### config.mk
export PLATFORM = sky130hd
export DESIGN_NAME = servo_multi_ctrl
export DESIGN_NICKNAME = d
export VERILOG_FILES = /design/src/rtl/servo_multi_ctrl.sv
export SDC_FILE = /design/constraint.sdc
export NUM_CORES = 1
export LEC_CHECK = 0
export ABC_CLOCK_PERIOD_IN_PS = 6100
export BUFFER_PORTS_ARGS = -buffer_cell sky130_fd_sc_hd__buf_4
export CAP_MARGIN = 20
export CORE_ASPECT_RATIO = 1.4
export CORE_MARGIN = 2
export CORE_UTILIZATION = 45
export DETAILED_ROUTE_END_ITERATION = 8
export PLACE_DENSITY = 0.61
export SLEW_MARGIN = 20
export SYNTH_ARGS = -nofsm -noshare
export SYNTH_HDL_FRONTEND = slang
export SYNTH_SLANG_ARGS = --single-unit
### constraint.sdc
create_clock -name clk -period 6.1 [get_ports clk]
set_input_delay 0.915 -clock clk [delete_from_list [all_inputs] [get_ports clk]]
set_output_delay 0.915 -clock clk [all_outputs]
set_load 0.02 [all_outputs]
### src/rtl/servo_multi_ctrl.sv
// Multi-channel hobby-servo PWM controller: one shared frame counter, per-channel
// slew-limited positions latched into pulse widths at every frame boundary.
module servo_multi_ctrl #(
  parameter int unsigned CLK_FREQ  = 25_000_000,
  parameter int unsigned NUM_CH    = 4,
  parameter int unsigned POS_W     = 8,
  parameter int unsigned FRAME_HZ  = 50,
  parameter int unsigned MIN_US    = 1000,
  parameter int unsigned MAX_US    = 2000,
  parameter int unsigned SLEW_STEP = 4,
  localparam int unsigned CH_W     = (NUM_CH > 1) ? $clog2(NUM_CH) : 1
) (
  input  logic              clk,
  input  logic              rst_n,
  input  logic              cmd_valid,
  output logic              cmd_ready,
  input  logic [CH_W-1:0]   cmd_ch,
  input  logic [POS_W-1:0]  cmd_pos,
  output logic              cmd_err,
  input  logic [NUM_CH-1:0] enable,
  output logic              frame_start,
  output logic [NUM_CH-1:0] at_target,
  output logic [NUM_CH-1:0] servo_out
);

  localparam int unsigned FRAME_CYC = CLK_FREQ / FRAME_HZ;
  localparam int unsigned MIN_CYC   = (CLK_FREQ / 1_000_000) * MIN_US;
  localparam int unsigned MAX_CYC   = (CLK_FREQ / 1_000_000) * MAX_US;
  localparam int unsigned POS_MAX   = (2 ** POS_W) - 1;
  localparam int unsigned STEP_CYC  = (MAX_CYC - MIN_CYC) / POS_MAX;
  localparam int unsigned CENTRE    = 2 ** (POS_W - 1);

  function automatic logic [31:0] width_of(input logic [POS_W-1:0] p);
    return MIN_CYC + (32'(p) * STEP_CYC);
  endfunction

  // Move cur toward tgt by at most SLEW_STEP; landing exactly on tgt prevents overshoot.
  function automatic logic [POS_W-1:0] slew(input logic [POS_W-1:0] cur,
                                            input logic [POS_W-1:0] tgt);
    logic [POS_W-1:0] diff;
    if (tgt > cur) begin
      diff = tgt - cur;
      return (32'(diff) <= SLEW_STEP) ? tgt : cur + POS_W'(SLEW_STEP);
    end else begin
      diff = cur - tgt;
      return (32'(diff) <= SLEW_STEP) ? tgt : cur - POS_W'(SLEW_STEP);
    end
  endfunction

  logic [31:0]       frame_cnt_q, frame_cnt_d;
  logic              frame_start_q, frame_start_d;
  logic              cmd_ready_q, cmd_ready_d;
  logic              cmd_err_q, cmd_err_d;
  logic [POS_W-1:0]  target_q [NUM_CH];
  logic [POS_W-1:0]  target_d [NUM_CH];
  logic [POS_W-1:0]  cur_pos_q [NUM_CH];
  logic [POS_W-1:0]  cur_pos_d [NUM_CH];
  logic [31:0]       width_lat_q [NUM_CH];
  logic [31:0]       width_lat_d [NUM_CH];
  logic [NUM_CH-1:0] en_lat_q, en_lat_d;
  logic [NUM_CH-1:0] servo_out_q, servo_out_d;
  logic              boundary;
  logic              cmd_fire;
  logic              ch_ok;

  // With a power-of-two channel count every encodable index is a real channel.
  if ((2 ** CH_W) == NUM_CH) begin : g_all_valid
    assign ch_ok = 1'b1;
  end else begin : g_range_check
    assign ch_ok = (cmd_ch < CH_W'(NUM_CH));
  end

  assign cmd_fire = cmd_valid && cmd_ready_q;
  assign boundary = (frame_cnt_q == FRAME_CYC - 1);

  // NOTE: every always_comb output gets a default first, so no path can infer a latch.
  always_comb begin
    frame_cnt_d   = boundary ? 32'd0 : frame_cnt_q + 32'd1;
    frame_start_d = (frame_cnt_d == 32'd0);
    cmd_ready_d   = 1'b1;
    cmd_err_d     = cmd_fire && !ch_ok;
    target_d      = target_q;
    cur_pos_d     = cur_pos_q;
    width_lat_d   = width_lat_q;
    en_lat_d      = en_lat_q;
    servo_out_d   = '0;

    if (boundary) begin
      for (int i = 0; i < NUM_CH; i++) begin
        cur_pos_d[i]   = slew(cur_pos_q[i], target_q[i]);
        width_lat_d[i] = width_of(cur_pos_d[i]);
      end
      en_lat_d = enable;
    end

    // The slew above reads target_q, so a same-edge write lands for the following frame.
    if (cmd_fire && ch_ok) begin
      target_d[cmd_ch] = cmd_pos;
    end

    for (int i = 0; i < NUM_CH; i++) begin
      servo_out_d[i] = en_lat_q[i] && (frame_cnt_q < width_lat_q[i]);
    end
  end

  always_comb begin
    at_target = '0;
    for (int i = 0; i < NUM_CH; i++) begin
      at_target[i] = (cur_pos_q[i] == target_q[i]);
    end
  end

  // NOTE: the position and width arrays are a handful of flops, not a RAM, so they take
  // the async reset like every other register here.
  always_ff @(posedge clk or negedge rst_n) begin
    if (!rst_n) begin
      frame_cnt_q   <= '0;
      frame_start_q <= 1'b0;
      cmd_ready_q   <= 1'b0;
      cmd_err_q     <= 1'b0;
      en_lat_q      <= '0;
      servo_out_q   <= '0;
      for (int i = 0; i < NUM_CH; i++) begin
        target_q[i]    <= POS_W'(CENTRE);
        cur_pos_q[i]   <= POS_W'(CENTRE);
        width_lat_q[i] <= width_of(POS_W'(CENTRE));
      end
    end else begin
      // NOTE: non-blocking assignments only, so every register samples pre-edge values.
      frame_cnt_q   <= frame_cnt_d;
      frame_start_q <= frame_start_d;
      cmd_ready_q   <= cmd_ready_d;
      cmd_err_q     <= cmd_err_d;
      target_q      <= target_d;
      cur_pos_q     <= cur_pos_d;
      width_lat_q   <= width_lat_d;
      en_lat_q      <= en_lat_d;
      servo_out_q   <= servo_out_d;
    end
  end

  assign cmd_ready   = cmd_ready_q;
  assign cmd_err     = cmd_err_q;
  assign frame_start = frame_start_q;
  assign servo_out   = servo_out_q;

endmodule
==> flow_summary.yaml <==
run_status:
  status: "complete, no violations"
grt:
  grt-ovfl-total: 0
  grt_pass1_wl_mm: 59.1
  grt_pass1_vias: 11800
  grt_max_degree: 93
  antenna_found_initial: 0
  grt_util_all_layers_pct: 21.8
power_and_ir_drop:
  clkPwrFrac_pct: 16.1
  power_frac_comb_pct: 66.6
  p_leak_nw: 7.65
  switching_share_pct: 44.1
  seq_power_share_pct: 17.3
  switchingPower_mw: 2.92
  internal_power_mw: 3.70
  ir_drop_uv: 209
  p_per_area_nw_per_um2: 404
worst_setup_path:
  rrSetupSlack_ns: 0.34
  critPathBufInv: 2
  max_stage_delay_ns: 0.57
  critical_path.slowest_cell: "a211oi_1"
  crit_arrival_ns: 6.15
  critPathRequiredTime_ns: 6.49
  cp_cell_sequence: "inv_1, ha_1, nand4_1, a21oi_1, or4_1, a2111o_1, and2_4, a22o_1, a211oi_1, ha_1, ha_1, ha_1, ha_1, inv_1, o21bai_1, a21o_1, a21oi_1, xor2_1, nand4_1, o31ai_1, a21oi_1, nand2_1"
  critPathKind: "reg2reg"
  end_kind: "register"
  cp_top_family: "compound AO/OA/AOI/OAI gates"
  start_kind: "register"
  crit_top_cell: "ha_1"
  path_max_fanout: 10
placed_design:
  place_ws_ns: -0.0382
  placed_cells: 2107
  place_hpwl_mm: 27.4
  port_buffers: 26
  gp_congestion: 0.866
timing:
  fin_hold_ws_ns: 0.468
  fin_ws_ns: 0.337
  fmax_ghz: 0.174
  final.setup_skew_ns: 0.0136
  slew_viol_final: 0
  setup_viol: 0
  worst_slew_pin_slew_ns: 0.940
  slew_headroom_pct: 37.1
  min_period_ns: 5.76
  final.setup.tns_ns: 0
  hold_viol: 0
  period_share_pct: 94.5
logic_synthesis:
  synth-seq-area-share_pct: 27.5
  ys_ff_latch: 158
  syn-num-nets: 1935
  yosys-top-cells-count: "ha_1, inv_1, nand2_1"
  synth_top_area_share_pct: 21.7
  yosys.area.top_type: "dfrtp_1"
  yosysMostFrequentCell: "ha_1"
  netlist_area_um2: 14500
  syn_area_per_cell_um2: 8.73
  netlist_instances: 1667
  synthFlopType: "dfrtp_1"
  yosys-top-cells-area: "dfrtp_1, ha_1, dfstp_2"
  synth.distinct_cells: 86
  yosysWarnings: 0
  synth_edf_count: 0
  async_flop_share_pct: 100
clocking:
  cts_tree: "yes"
  cts_buffers: 17
  ctsRootBufferMaster: "clkbuf_16"
  clk_latency_ns: 0.46
  clock_sinks: 158
  htreeDepth: 4
  cts.path.max_buffers: 2
  clkTransAtPathRegs_ns: 0.07
  cts_hold_buf: 0
layout:
  final_cells: 2147
  drive_gt1_share_pct: 14.3
  fillers: 2943
  area_delta_synth_final_pct: 12.8
  n_antenna_cell: 0
  nNetsFinal: 2008
drt:
  ant_nets: 0
  wire_per_inst_um: 16.7
  drt_iter0_drc: 566
  firstDrtPassIters: 5
  vias: 12000
  wl_mm: 35.8
  viasPerCell: 5.58
  drcViolationCount: 0
min_path:
  hold_class: "reg2reg"
floorplan:
  dieArea_um2: 33800
  num_rows: 77
  initial_utilization_pct: 45.9
  die_h_um: 217
  ios: 28
  die_x_um: 156
  core-area_um2: 31700
run:
  maxCapViolations: 0
==> final cells by class <==
| cell class | instances | area [um2] | share of cell area (%) |
|---|---|---|---|
| repair buffers | 94 | 707 | 4.31 |
| inverters | 204 | 766 | 4.67 |
| clock inverters | 11 | 108 | 0.656 |
| flip-flops and latches | 158 | 4000 | 24.3 |
| multi-input cells | 1265 | 9880 | 60.2 |
| well taps | 395 | 494 | 3.01 |
| clock buffers | 20 | 467 | 2.84 |
==> cell usage in the layout, fill, tap and decap left out, types with 31 or more instances in the layout <==
master and count:
mux2_2 31, inv_1 203, dfrtp_1 125, dfstp_2 32, nand3_1 53, xor2_1 42
a21o_1 42, buf_4 92, nand2_1 156, ha_1 231, nor2_1 88, a21oi_1 73
o21ai_0 112, xnor2_1 79
==> through the flow <==
step / total power [mW] / util (%) / area (um2)
6_report: 6.62 / 51.8 / 16400
5_1_grt: 7.29 / 51.8 / 16400
4_1_cts: 6.52 / 50.8 / 16100
3_3_place_gp: 5.37 / 48.9 / 15500
2_1_floorplan: 4.40 / - / 14500
3_5_place_dp: 5.39 / 48.9 / 15500
==> power groups by stage <==
stage | clock network [mW] | registers, mW | logic (mW)
2_1_floorplan | 0 | 1.15 | 3.25
3_3_place_gp | 0 | 1.16 | 4.21
3_5_place_dp | 0 | 1.16 | 4.22
4_1_cts | 1.09 | 1.14 | 4.28
5_1_grt | 1.14 | 1.15 | 5.00
6_report | 1.07 | 1.14 | 4.41
==> layer usage <==
metal | up-vias | global-route usage [%] | routed length, um
met1 | 5745 | 26.8 | 15800
met4 | 0 | 7.83 | 1010
met2 | 192 | 39.0 | 18100
met3 | 60 | 2.67 | 831
li1 | 5985 | - | -
met5 | - | 0 | 0
==> flip-flops by register name (all words and copies together), names as in the netlist <==
signal	cells
cur_pos_q	32
cmd_ready	1
frame_cnt_q	32
en_lat_q	4
target_q	32
width_lat_q	52
servo_out	4
frame_start	1
==> worst reg2reg max path: stages, from the launching register on <==
cell and delay, ns:
dfrtp_1 0.35, inv_1 0.07, ha_1 0.42, nand4_1 0.17
a21oi_1 0.09, or4_1 0.47, a2111o_1 0.53, and2_4 0.23
a22o_1 0.24, a211oi_1 0.57, ha_1 0.36, ha_1 0.30
ha_1 0.29, ha_1 0.29, inv_1 0.10, o21bai_1 0.11
a21o_1 0.19, a21oi_1 0.16, xor2_1 0.34, nand4_1 0.14
o31ai_1 0.12, a21oi_1 0.06, nand2_1 0.10
==> cells by family after synthesis <==
family          share of synthesized area [%]
simple gates                             14.5
compound gates                           18.2
fa+ha+maj                                22.2
buf+inv                                  6.59
flops                                    27.5
xor+xnor                                 7.40
mux                                      3.52
other cells                            0.0516
==> worst paths after layout <==
check,from,end,cells after the start
max in group asynchronous,rst_n,cur_pos_q[12],2
min in group asynchronous,rst_n,cur_pos_q[6],1
hold reg to reg,width_lat_q[108],width_lat_q[108],2
hold / removal,width_lat_q[108],width_lat_q[108],2
setup reg to reg,target_q[4],width_lat_q[14],22
setup / recovery,target_q[4],width_lat_q[14],22
==> repair_timing <==
| action | in CTS | in global routing |
|---|---|---|
| buffers inserted | 0 | 8 |
| hold endpoints to repair | 0 | 0 |
| pin swaps | 0 | 9 |
| gates cloned | 0 | 1 |
| endpoints found under the setup margin | 2 | 18 |
| gates resized for setup | 2 | 54 |
No activity file was read; power rests on OpenSTA's default activity.
